[config.mk]
export PLATFORM = sky130hd
export DESIGN_NAME = svd_job_sched_flat
export DESIGN_NICKNAME = d
export VERILOG_FILES = /design/src/rtl/svd_job_sched_pkg.sv /design/src/rtl/svd_job_sched_if.sv /design/src/rtl/svd_job_sched_rr_arb2.sv /design/src/rtl/svd_job_sched.sv /design/src/flat_wrapper.sv
export SDC_FILE = /design/constraint.sdc
export NUM_CORES = 1
export LEC_CHECK = 0
export CAP_MARGIN = 20
export CORE_AREA = 2 2 163 165
export DETAILED_ROUTE_END_ITERATION = 8
export DIE_AREA = 0 0 165 167
export GPL_ROUTABILITY_DRIVEN = 0
export PLACE_DENSITY_LB_ADDON = 0.05
export SYNTH_ARGS = -nofsm -noshare
export SYNTH_HDL_FRONTEND = slang
export SYNTH_SLANG_ARGS = --single-unit
[constraint.sdc]
create_clock -name clk -period 4.8 [get_ports clk]
set_input_delay 0.72 -clock clk [delete_from_list [all_inputs] [get_ports clk]]
set_output_delay 0.72 -clock clk [all_outputs]
set_load 0.005 [all_outputs]
[src/rtl/svd_job_sched_pkg.sv]
// Shared definitions for the SVD job scheduler: default widths, FSM
// state encoding and the two-way round-robin pick function.
package svd_job_sched_pkg;

   localparam int SVD_AW = 10;
   localparam int SVD_RW = 12;

   typedef enum logic [2:0] {
      S_IDLE    = 3'd0,
      S_ISSUE   = 3'd1,
      S_WAIT_LO = 3'd2,
      S_WAIT_HI = 3'd3,
      S_HOLD    = 3'd4
   } state_t;

   // last = index granted most recently; on a tie the other requester wins.
   function automatic logic [1:0] rr_pick(input logic [1:0] req, input logic last);
      logic [1:0] g;
      g = 2'b00;
      case (req)
         2'b01:   g = 2'b01;
         2'b10:   g = 2'b10;
         2'b11:   g = last ? 2'b01 : 2'b10;
         default: g = 2'b00;
      endcase
      return g;
   endfunction

endpackage

[src/rtl/svd_job_sched_if.sv]
// Bus bundle between the job sources, the shared CORDIC SVD core, the result
// consumer and the scheduler.
interface svd_job_sched_if #(
   parameter int AW = svd_job_sched_pkg::SVD_AW,
   parameter int RW = svd_job_sched_pkg::SVD_RW
);
   // Handshakes: a requester holds req_valid[i] and its operands stable until
   // the cycle req_grant[i] is high; that edge consumes the job. res_valid
   // stays high with res_* stable until the cycle res_ack is high.
   logic [1:0]      req_valid;
   logic [4*AW-1:0] req_a0;
   logic [4*AW-1:0] req_a1;
   logic [1:0]      req_grant;
   logic            core_start;
   logic            core_ready;
   logic [4*AW-1:0] core_a;
   logic [4*RW-1:0] core_b;
   logic [4*RW-1:0] core_u;
   logic [4*RW-1:0] core_v;
   logic            res_valid;
   logic            res_id;
   logic            res_err;
   logic [4*RW-1:0] res_b;
   logic [4*RW-1:0] res_u;
   logic [4*RW-1:0] res_v;
   logic            res_ack;

   modport slave (
      input  req_valid, req_a0, req_a1, core_ready, core_b, core_u, core_v, res_ack,
      output req_grant, core_start, core_a, res_valid, res_id, res_err, res_b, res_u, res_v
   );

   modport master (
      output req_valid, req_a0, req_a1, core_ready, core_b, core_u, core_v, res_ack,
      input  req_grant, core_start, core_a, res_valid, res_id, res_err, res_b, res_u, res_v
   );

endinterface

[src/rtl/svd_job_sched_rr_arb2.sv]
// Two-way round-robin arbiter; the grant is combinational and the
// last-grant register advances only when something is actually granted.
module svd_job_sched_rr_arb2
   import svd_job_sched_pkg::*;
(
   input  logic       clk,
   input  logic       rst,
   input  logic [1:0] req,
   input  logic       en,
   output logic [1:0] gnt
);

   logic last;

   assign gnt = en ? rr_pick(req, last) : 2'b00;

   // Resets to 1 so requester 0 wins the first tie.
   always_ff @(posedge clk or negedge rst) begin
      if (!rst) begin
         last <= 1'b1;
      end else if (|gnt) begin
         last <= gnt[1];
      end
   end

endmodule

[src/rtl/svd_job_sched.sv]
// Shares one CORDIC 2x2 SVD core between two requesters: arbitration, operand
// capture, start pulse, done/timeout detection and a held result with ack.
module svd_job_sched
   import svd_job_sched_pkg::*;
#(
   parameter int AW      = SVD_AW,
   parameter int RW      = SVD_RW,
   parameter int TIMEOUT = 4096
) (
   input  logic  clk,
   input  logic  rst,
   svd_job_sched_if.slave bus,
   output state_t dbg_state
);

   localparam int TW = (TIMEOUT > 1) ? $clog2(TIMEOUT) : 1;

   state_t          state;
   state_t          state_nxt;
   logic [1:0]      gnt;
   logic [TW-1:0]   timer;
   logic            waiting;
   logic            done;
   logic            timeout_hit;
   logic [4*AW-1:0] core_a_q;
   logic            res_id_q;
   logic            res_err_q;
   logic [4*RW-1:0] res_b_q;
   logic [4*RW-1:0] res_u_q;
   logic [4*RW-1:0] res_v_q;

   svd_job_sched_rr_arb2 u_arb (
      .clk (clk),
      .rst (rst),
      .req (bus.req_valid),
      .en  (state == S_IDLE),
      .gnt (gnt)
   );

   // A stale high core_ready in WAIT_LO is ignored; only WAIT_HI can see done.
   assign waiting     = (state == S_WAIT_LO) || (state == S_WAIT_HI);
   assign done        = (state == S_WAIT_HI) && bus.core_ready;
   assign timeout_hit = waiting && (timer == TW'(TIMEOUT - 1));

   always_ff @(posedge clk or negedge rst) begin
      if (!rst) begin
         state <= S_IDLE;
      end else begin
         state <= state_nxt;
      end
   end

   always_comb begin
      state_nxt = state;
      case (state)
         S_IDLE:    if (|gnt) state_nxt = S_ISSUE;
         S_ISSUE:   state_nxt = S_WAIT_LO;
         S_WAIT_LO: begin
            if (timeout_hit)          state_nxt = S_HOLD;
            else if (!bus.core_ready) state_nxt = S_WAIT_HI;
         end
         S_WAIT_HI: if (done || timeout_hit) state_nxt = S_HOLD;
         S_HOLD:    if (bus.res_ack) state_nxt = S_IDLE;
         default:   state_nxt = S_IDLE;
      endcase
   end

   always_ff @(posedge clk or negedge rst) begin
      if (!rst) begin
         core_a_q  <= '0;
         res_id_q  <= 1'b0;
         res_err_q <= 1'b0;
         res_b_q   <= '0;
         res_u_q   <= '0;
         res_v_q   <= '0;
         timer     <= '0;
      end else begin
         if (|gnt) begin
            core_a_q <= gnt[1] ? bus.req_a1 : bus.req_a0;
            res_id_q <= gnt[1];
         end
         if (state == S_ISSUE) begin
            timer <= '0;
         end else if (waiting) begin
            timer <= timer + TW'(1);
         end
         // Done takes priority over a timeout landing on the same cycle.
         if (done) begin
            res_b_q   <= bus.core_b;
            res_u_q   <= bus.core_u;
            res_v_q   <= bus.core_v;
            res_err_q <= 1'b0;
         end else if (timeout_hit) begin
            res_b_q   <= '0;
            res_u_q   <= '0;
            res_v_q   <= '0;
            res_err_q <= 1'b1;
         end
      end
   end

   assign bus.req_grant  = gnt;
   assign bus.core_start = (state == S_ISSUE);
   assign bus.core_a     = core_a_q;
   assign bus.res_valid  = (state == S_HOLD);
   assign bus.res_id     = res_id_q;
   assign bus.res_err    = res_err_q;
   assign bus.res_b      = res_b_q;
   assign bus.res_u      = res_u_q;
   assign bus.res_v      = res_v_q;
   assign dbg_state      = state;

endmodule

[src/flat_wrapper.sv]
// flat-port wrapper written by rule: the top's interface ports become plain ports
module svd_job_sched_flat import svd_job_sched_pkg::*;
#(
   parameter int AW      = SVD_AW,
   parameter int RW      = SVD_RW,
   parameter int TIMEOUT = 4096
)
  (clk, rst, dbg_state, bus_req_valid, bus_req_a0, bus_req_a1, bus_core_ready, bus_core_b, bus_core_u, bus_core_v, bus_res_ack, bus_req_grant, bus_core_start, bus_core_a, bus_res_valid, bus_res_id, bus_res_err, bus_res_b, bus_res_u, bus_res_v);
  svd_job_sched_if #(.AW(AW), .RW(RW)) bus_i ();
  input  logic clk;
  input  logic rst;
  output state_t dbg_state;
  input wire logic [$bits(bus_i.req_valid)-1:0] bus_req_valid;
  input wire logic [$bits(bus_i.req_a0)-1:0] bus_req_a0;
  input wire logic [$bits(bus_i.req_a1)-1:0] bus_req_a1;
  input wire logic [$bits(bus_i.core_ready)-1:0] bus_core_ready;
  input wire logic [$bits(bus_i.core_b)-1:0] bus_core_b;
  input wire logic [$bits(bus_i.core_u)-1:0] bus_core_u;
  input wire logic [$bits(bus_i.core_v)-1:0] bus_core_v;
  input wire logic [$bits(bus_i.res_ack)-1:0] bus_res_ack;
  output wire logic [$bits(bus_i.req_grant)-1:0] bus_req_grant;
  output wire logic [$bits(bus_i.core_start)-1:0] bus_core_start;
  output wire logic [$bits(bus_i.core_a)-1:0] bus_core_a;
  output wire logic [$bits(bus_i.res_valid)-1:0] bus_res_valid;
  output wire logic [$bits(bus_i.res_id)-1:0] bus_res_id;
  output wire logic [$bits(bus_i.res_err)-1:0] bus_res_err;
  output wire logic [$bits(bus_i.res_b)-1:0] bus_res_b;
  output wire logic [$bits(bus_i.res_u)-1:0] bus_res_u;
  output wire logic [$bits(bus_i.res_v)-1:0] bus_res_v;
  assign bus_i.req_valid = bus_req_valid;
  assign bus_i.req_a0 = bus_req_a0;
  assign bus_i.req_a1 = bus_req_a1;
  assign bus_i.core_ready = bus_core_ready;
  assign bus_i.core_b = bus_core_b;
  assign bus_i.core_u = bus_core_u;
  assign bus_i.core_v = bus_core_v;
  assign bus_i.res_ack = bus_res_ack;
  assign bus_req_grant = bus_i.req_grant;
  assign bus_core_start = bus_i.core_start;
  assign bus_core_a = bus_i.core_a;
  assign bus_res_valid = bus_i.res_valid;
  assign bus_res_id = bus_i.res_id;
  assign bus_res_err = bus_i.res_err;
  assign bus_res_b = bus_i.res_b;
  assign bus_res_u = bus_i.res_u;
  assign bus_res_v = bus_i.res_v;
  svd_job_sched #(.AW(AW), .RW(RW), .TIMEOUT(TIMEOUT)) u_core (.clk(clk), .rst(rst), .bus(bus_i), .dbg_state(dbg_state));
endmodule
==> results of run 1 <==
==> flip-flops by register name, indices dropped and copies added, names as in the netlist <==
register,count
u_core.bus.core_a,40
u_core.timer,12
u_core.bus.res_v,48
u_core.bus.res_u,48
u_core.bus.res_b,48
u_core.dbg_state,3
u_core.bus.res_id,1
u_core.bus.res_err,1
u_core.u_arb.last,1
==> how the worst min path moves through the flow <==
stage	startpoint	end	slack [ns]	depth (start not counted)
floorplan	rst	u_core.bus.core_a[0]	0.42	0
global placement	u_core.bus.res_id	u_core.bus.res_id	0.48	1
detailed placement	u_core.bus.res_id	u_core.bus.res_id	0.47	1
CTS	rst	u_core.bus.res_b[19]	0.37	1
global route	rst	u_core.bus.res_b[19]	0.40	1
finish	rst	u_core.bus.res_b[19]	0.32	1
==> stage by stage <==
| stage | instances | hold slack [ns] | cell area, µm² | setup WS (ns) | power (mW) |
|---|---|---|---|---|---|
| CTS | 1404 | 0.370 | 13400 | 1.14 | 8.43 |
| floorplan | 665 | 0.424 | 8200 | 2.56 | 4.41 |
| finish | 1408 | 0.317 | 13400 | 1.16 | 8.32 |
| global placement | 1362 | 0.476 | 12600 | 1.51 | 6.61 |
| global route | 1408 | 0.397 | 13400 | 1.03 | 8.84 |
| detailed placement | 1362 | 0.475 | 12600 | 1.52 | 6.62 |
==> cells in the mapped netlist, types with 2 or more instances <==
cell | instances | area, µm²
and4_1 | 2 | 17.5
inv_1 | 6 | 22.5
nand3_1 | 8 | 40.0
buf_1 | 5 | 18.8
mux2_2 | 2 | 22.5
buf_2 | 14 | 70.1
buf_6 | 4 | 45.0
a22o_1 | 147 | 1290
a21oi_1 | 4 | 20.0
a21o_1 | 3 | 22.5
o21ai_0 | 5 | 25.0
and3_1 | 2 | 12.5
mux2i_1 | 2 | 20.0
nor4_1 | 2 | 12.5
nand2_1 | 11 | 41.3
a31oi_1 | 40 | 250
or3_1 | 2 | 12.5
dfrtp_1 | 201 | 5030
clkbuf_1 | 44 | 165
nor2b_1 | 2 | 12.5
nor2_1 | 3 | 11.3
buf_4 | 8 | 60.1
o211ai_1 | 2 | 15.0
o31ai_1 | 42 | 315
nand2b_1 | 5 | 31.3
nor3_1 | 41 | 205
or4_1 | 4 | 30.0
nand4_1 | 43 | 269
==> where the power goes <==
part	internal [mW]	switching (mW)	total (mW)	leakage, nW
clock	1.04	0.704	1.75	0.372
combinational	2.15	1.47	3.62	2.75
sequential	2.49	0.461	2.95	2.51
==> area by class of cell <==
type	instances	area share (%)
flip-flops and latches	202	37.7
clock buffers	39	5.51
well taps	335	3.13
clock inverters	3	0.112
diodes	4	0.0747
multi-input cells	382	20.9
repair buffers	437	32.4
inverters	6	0.168
==> layer usage <==
layer  global-route usage (%)  up-vias  wire length, µm
met5                        0        -                0
met4                     6.01        0              667
met3                     6.70       42             2940
met2                     34.7      334            14500
met1                     26.5     3605            12000
li1                         -     3400                -
==> logic make-up after synthesis <==
group,after synthesis
AOI/OAI and AO/OA,249
DFF,202
and+or+nand+nor,128
buffers and inverters,81
muxes,4
adders and majority gates,1
==> worst register-to-register path, cell delays in order (launching register included) <==
cell and delay (ns):
dfrtp_1 0.64, or3_2 0.20, buf_4 0.65, or2_1 0.24, buf_4 0.41, a31oi_1 0.19
==> flow_summary.yaml, run 1 <==
logic_synthesis:
  synthAdderAreaFrac_pct: 0.153
  synth_area_um2: 8200
  synth_top_family_by_area: "compound AO/OA/AOI/OAI gates"
  yosys.area_share.simple_pct: 8.79
  avgSynthCellArea_um2: 12.3
  synth_xor_area_share_pct: 0
  synth-edff-count: 0
  synthMuxAreaShare_pct: 0.519
  synth_nets: 896
  yosys_warnings: 0
  netlist_instances: 665
  synth_compound_area_share_pct: 24.2
  synth_cell_type_count: 39
  yosysSeqAreaShare_pct: 61.6
  synth_flop_cell: "dfrtp_1"
  synth-seq-cells: 202
  async_reset_ff_share_pct: 100
setup_path:
  r2r-start: "u_core.dbg_state[1]"
  critPathLaunchType: "register"
  crit_chain: "or3_2, buf_4, or2_1, inv_1, clkdlybuf4s50_1"
  cpMaxStageDelayCell: "dfrtp_1"
  cpPeakStageDelay_ns: 0.55
  critPathRequiredTime_ns: 4.08
  critPathMaxFanout: 81
  cp_data_arrival_time_ns: 2.92
  regToRegSetupSlack_ns: 2.30
  end_kind: "output pin"
  crit_family: "buffers and inverters"
  crit_end: "bus_req_grant[1]"
  path_depth: 5
  crit_buf_inv: 3
  criticalPathCategory: "reg -> out"
  crit_start: "u_core.dbg_state[1]"
  timing.rr.end: "u_core.bus.core_a[0]"
  r2r_cells: 5
grt:
  grt_pass1_wl_um: 45300
  grt_usage_pct: 21.1
  antenna_found_initial: 4
  grt_pass1_vias: 7324
  grt_max_degree: 109
  overflow: 0
sta:
  hold_viol_final: 0
  setup_viol: 0
  slew_headroom_pct: 32.4
  max_freq_mhz: 275
  report.final.slew_viol_count: 0
  fin_tns_setup_ns: 0
  rsz0062_at_grt: "no"
  finalClockSkew_ns: 0.0172
  tightest_slew_ns: 1.01
  period_minus_slack_ns: 3.64
  fin_crit_sh_pct: 75.8
cells_and_area:
  nFillCells: 2289
  multi_input_area_um2: 2800
  utilization_pct: 52.0
  final_layout_size_suffix_gt1_share_pct: 5.71
  final_common_cell: "clkdlybuf4s50_1"
  final_cell_mix: "421 x clkdlybuf4s50_1, 201 x dfrtp_1, 147 x a22o_1"
  syn_to_final_growth_pct: 63.3
  regArea_um2: 5060
  nNetsFinal: 1284
floorplan:
  num_rows: 59
  core_um2: 25800
  die_h_um: 167
  die_area_um2: 27600
  die_x_um: 165
  io_pins: 423
  start_util_pct: 31.8
cts:
  clkLatencyLatePin_ns: 0.51
  clock_sinks: 202
  ctsResizeCount: 0
  cts-root-buf: "clkbuf_16"
  htreeDepth: 1
  cts_tree: "done"
  cts_buffers: 24
  postCtsSetupBuffers: 0
  hold_buffers: 0
  clk_pin_slew_ns: 0.06
  clock_path_buffers: 3
pwr:
  ir_worst_vdd_mv: 0.315
  power.density_nw_per_um2: 621
  cellLeakagePower_nw: 5.63
drt:
  drt_iter0_markers: 583
  vias: 7381
  drt_pass1_iterations: 5
  viasPerCell: 5.24
  drcViolationCount: 0
  postRouteAntennaNets: 0
  wl_per_cell_um: 21.4
  wirelength_um: 30100
run:
  drv_cap: 0
worst_hold_path:
  hold_path_class: "in -> async"
place:
  hpwl_um: 20200
  portBuffers: 422
run_status:
  status: "complete, no violations"
Note: power is estimated with default switching activity, not from simulation.
==> inputs of run 2 (changes only) <==
--- a/config.mk
+++ b/config.mk
@@ -6,9 +6,9 @@
 export NUM_CORES = 1
 export LEC_CHECK = 0
 export CAP_MARGIN = 20
-export CORE_AREA = 2 2 163 165
+export CORE_AREA = 2 2 164 166
 export DETAILED_ROUTE_END_ITERATION = 8
-export DIE_AREA = 0 0 165 167
+export DIE_AREA = 0 0 166 168
 export GPL_ROUTABILITY_DRIVEN = 0
 export PLACE_DENSITY_LB_ADDON = 0.05
 export SYNTH_ARGS = -nofsm -noshare
==> constraint.sdc (replaced) <==
create_clock -name clk -period 3.1 [get_ports clk]
set_input_delay 0.465 -clock clk [delete_from_list [all_inputs] [get_ports clk]]
set_output_delay 0.465 -clock clk [all_outputs]
set_load 0.005 [all_outputs]
==> flow_summary.yaml, run 2 (synthesis gave the netlist of run 1 again) <==
run_status:
  status: "complete, no violations"
sta:
  layout_setup_ws_ns: 0.198
  max_freq_mhz: 345
  fin_crit_sh_pct: 93.6
  hold_viol_final: 0
  tightest_slew_ns: 1.05
  setup_viol: 0
  fin_tns_setup_ns: 0
  report.final.slew_viol_count: 0
  rsz0062_at_grt: "no"
  period_minus_slack_ns: 2.90
  slew_headroom_pct: 30.2
  finalClockSkew_ns: 0.00848
setup_path:
  crit_start: "u_core.dbg_state[1]"
  crit_end: "bus_core_start"
  end_kind: "output pin"
  r2r-start: "u_core.dbg_state[2]"
  timing.rr.end: "u_core.bus.res_v[21]"
  regToRegSetupSlack_ns: 0.99
  critPathRequiredTime_ns: 2.63
  cp_data_arrival_time_ns: 2.44
  r2r_cells: 5
  critPathLaunchType: "register"
  critPathMaxFanout: 9
  criticalPathCategory: "reg -> out"
floorplan:
  io_pins: 423
  die_x_um: 166
  num_rows: 60
  die_area_um2: 27900
  core_um2: 26400
  die_h_um: 168
  start_util_pct: 31.1
cells_and_area:
  syn_to_final_growth_pct: 66.2
  final_cell_mix: "421 x clkdlybuf4s50_1, 201 x dfrtp_1, 147 x a22o_1"
  nNetsFinal: 1289
  final_common_cell: "clkdlybuf4s50_1"
  multi_input_area_um2: 2800
  regArea_um2: 5060
  final_layout_size_suffix_gt1_share_pct: 6.13
  nFillCells: 2359
grt:
  grt_pass1_wl_um: 46500
  overflow: 0
  grt_pass1_vias: 7352
  antenna_found_initial: 3
  grt_usage_pct: 21.0
  grt_max_degree: 146
drt:
  vias: 7417
  drt_iter0_markers: 512
  wirelength_um: 30700
  drcViolationCount: 0
  drt_pass1_iterations: 4
  viasPerCell: 5.22
  postRouteAntennaNets: 0
  wl_per_cell_um: 21.6
worst_hold_path:
  hold_path_class: "in -> async"
cts:
  postCtsSetupBuffers: 0
  cts_buffers: 24
  clkLatencyLatePin_ns: 0.51
  cts_tree: "done"
  cts-root-buf: "clkbuf_16"
  clock_path_buffers: 3
  clock_sinks: 202
  clk_pin_slew_ns: 0.06
  htreeDepth: 1
place:
  hpwl_um: 21100
  place_ws_ns: 0.551
  portBuffers: 422
pwr:
  power_frac_seq_pct: 34.3
  p_clk_share_pct: 22.3
  total_power_mw: 13.3
  swShare_pct: 31.3
  pwr-share-comb_pct: 43.4
  switching_power_mw: 4.15
  internal-power_mw: 9.11
  ir_worst_vdd_mv: 0.599
  power.density_nw_per_um2: 973
  cellLeakagePower_nw: 5.73
run:
  drv_cap: 0
## run 2: cell count changes in the layout (fill, tap and decap cells not counted), sizes merged
cell | before | now
buf | 15 | 19
bufinv | 0 | 3
clkinv | 3 | 1
clkinvlp | 0 | 1
diode | 4 | 3
dlygate4sd3 | 0 | 1
## run 2: critical path, stage by stage, from the launching register on
cell and delay (ns):
dfrtp_1 0.45, buf_4 0.20, or3b_2 0.53, inv_1 0.21, clkdlybuf4s50_1 0.54
## run 2: final cells by class
class | count | area share (%)
flip-flops and latches | 202 | 37.1
inverters | 6 | 0.165
clock inverters | 5 | 0.753
repair buffers | 442 | 33.0
diodes | 3 | 0.0551
clock buffers | 39 | 5.34
multi-input cells | 382 | 20.5
well taps | 341 | 3.13
## run 2: repair_timing
| item | in CTS | in global routing |
|---|---|---|
| resized for setup | 0 | 0 |
| hold endpoints to repair | 53 | 0 |
| hold buffers | 1 | 0 |
## run 2: layer usage
metal | vias up | GRT usage [%] | share of wire, %
met1 | 3673 | 27.5 | 42
met3 | 39 | 6.25 | 7.8
met5 | - | 0 | 0
met4 | 0 | 5.37 | 2.0
li1 | 3402 | - | -
met2 | 303 | 34.2 | 48
## run 2: stage by stage
step | instance area [µm²] | utilization (%) | std cells | hold WS [ns]
6_report | 13600 | 51.7 | 1420 | 0.453
5_1_grt | 13600 | 51.7 | 1419 | 0.496
4_1_cts | 13600 | 51.7 | 1417 | 0.476
3_5_place_dp | 12800 | 48.5 | 1372 | 0.467
3_3_place_gp | 12800 | 48.5 | 1372 | 0.463
2_1_floorplan | 8200 | - | 665 | 0.169
## run 2: worst min path at each step
stage / from / end / slack, ns / cells after the start
2_1_floorplan: rst / u_core.bus.core_a[0] / 0.17 / 0
3_5_place_dp: rst / u_core.bus.res_u[43] / 0.47 / 1
3_3_place_gp: rst / u_core.bus.res_u[43] / 0.46 / 1
5_1_grt: rst / u_core.bus.res_b[35] / 0.50 / 2
6_report: rst / u_core.bus.res_u[43] / 0.45 / 2
4_1_cts: rst / u_core.bus.res_u[43] / 0.48 / 2
## run 2: power groups by stage
stage | registers [mW] | clock network [mW] | logic, mW
final | 4.54 | 2.96 | 5.76
after global routing | 4.70 | 3.15 | 6.17
after CTS | 4.54 | 3.04 | 5.85
after detailed placement | 4.57 | 0 | 5.81
after global placement | 4.53 | 0 | 5.84
after floorplan | 4.61 | 0 | 2.21
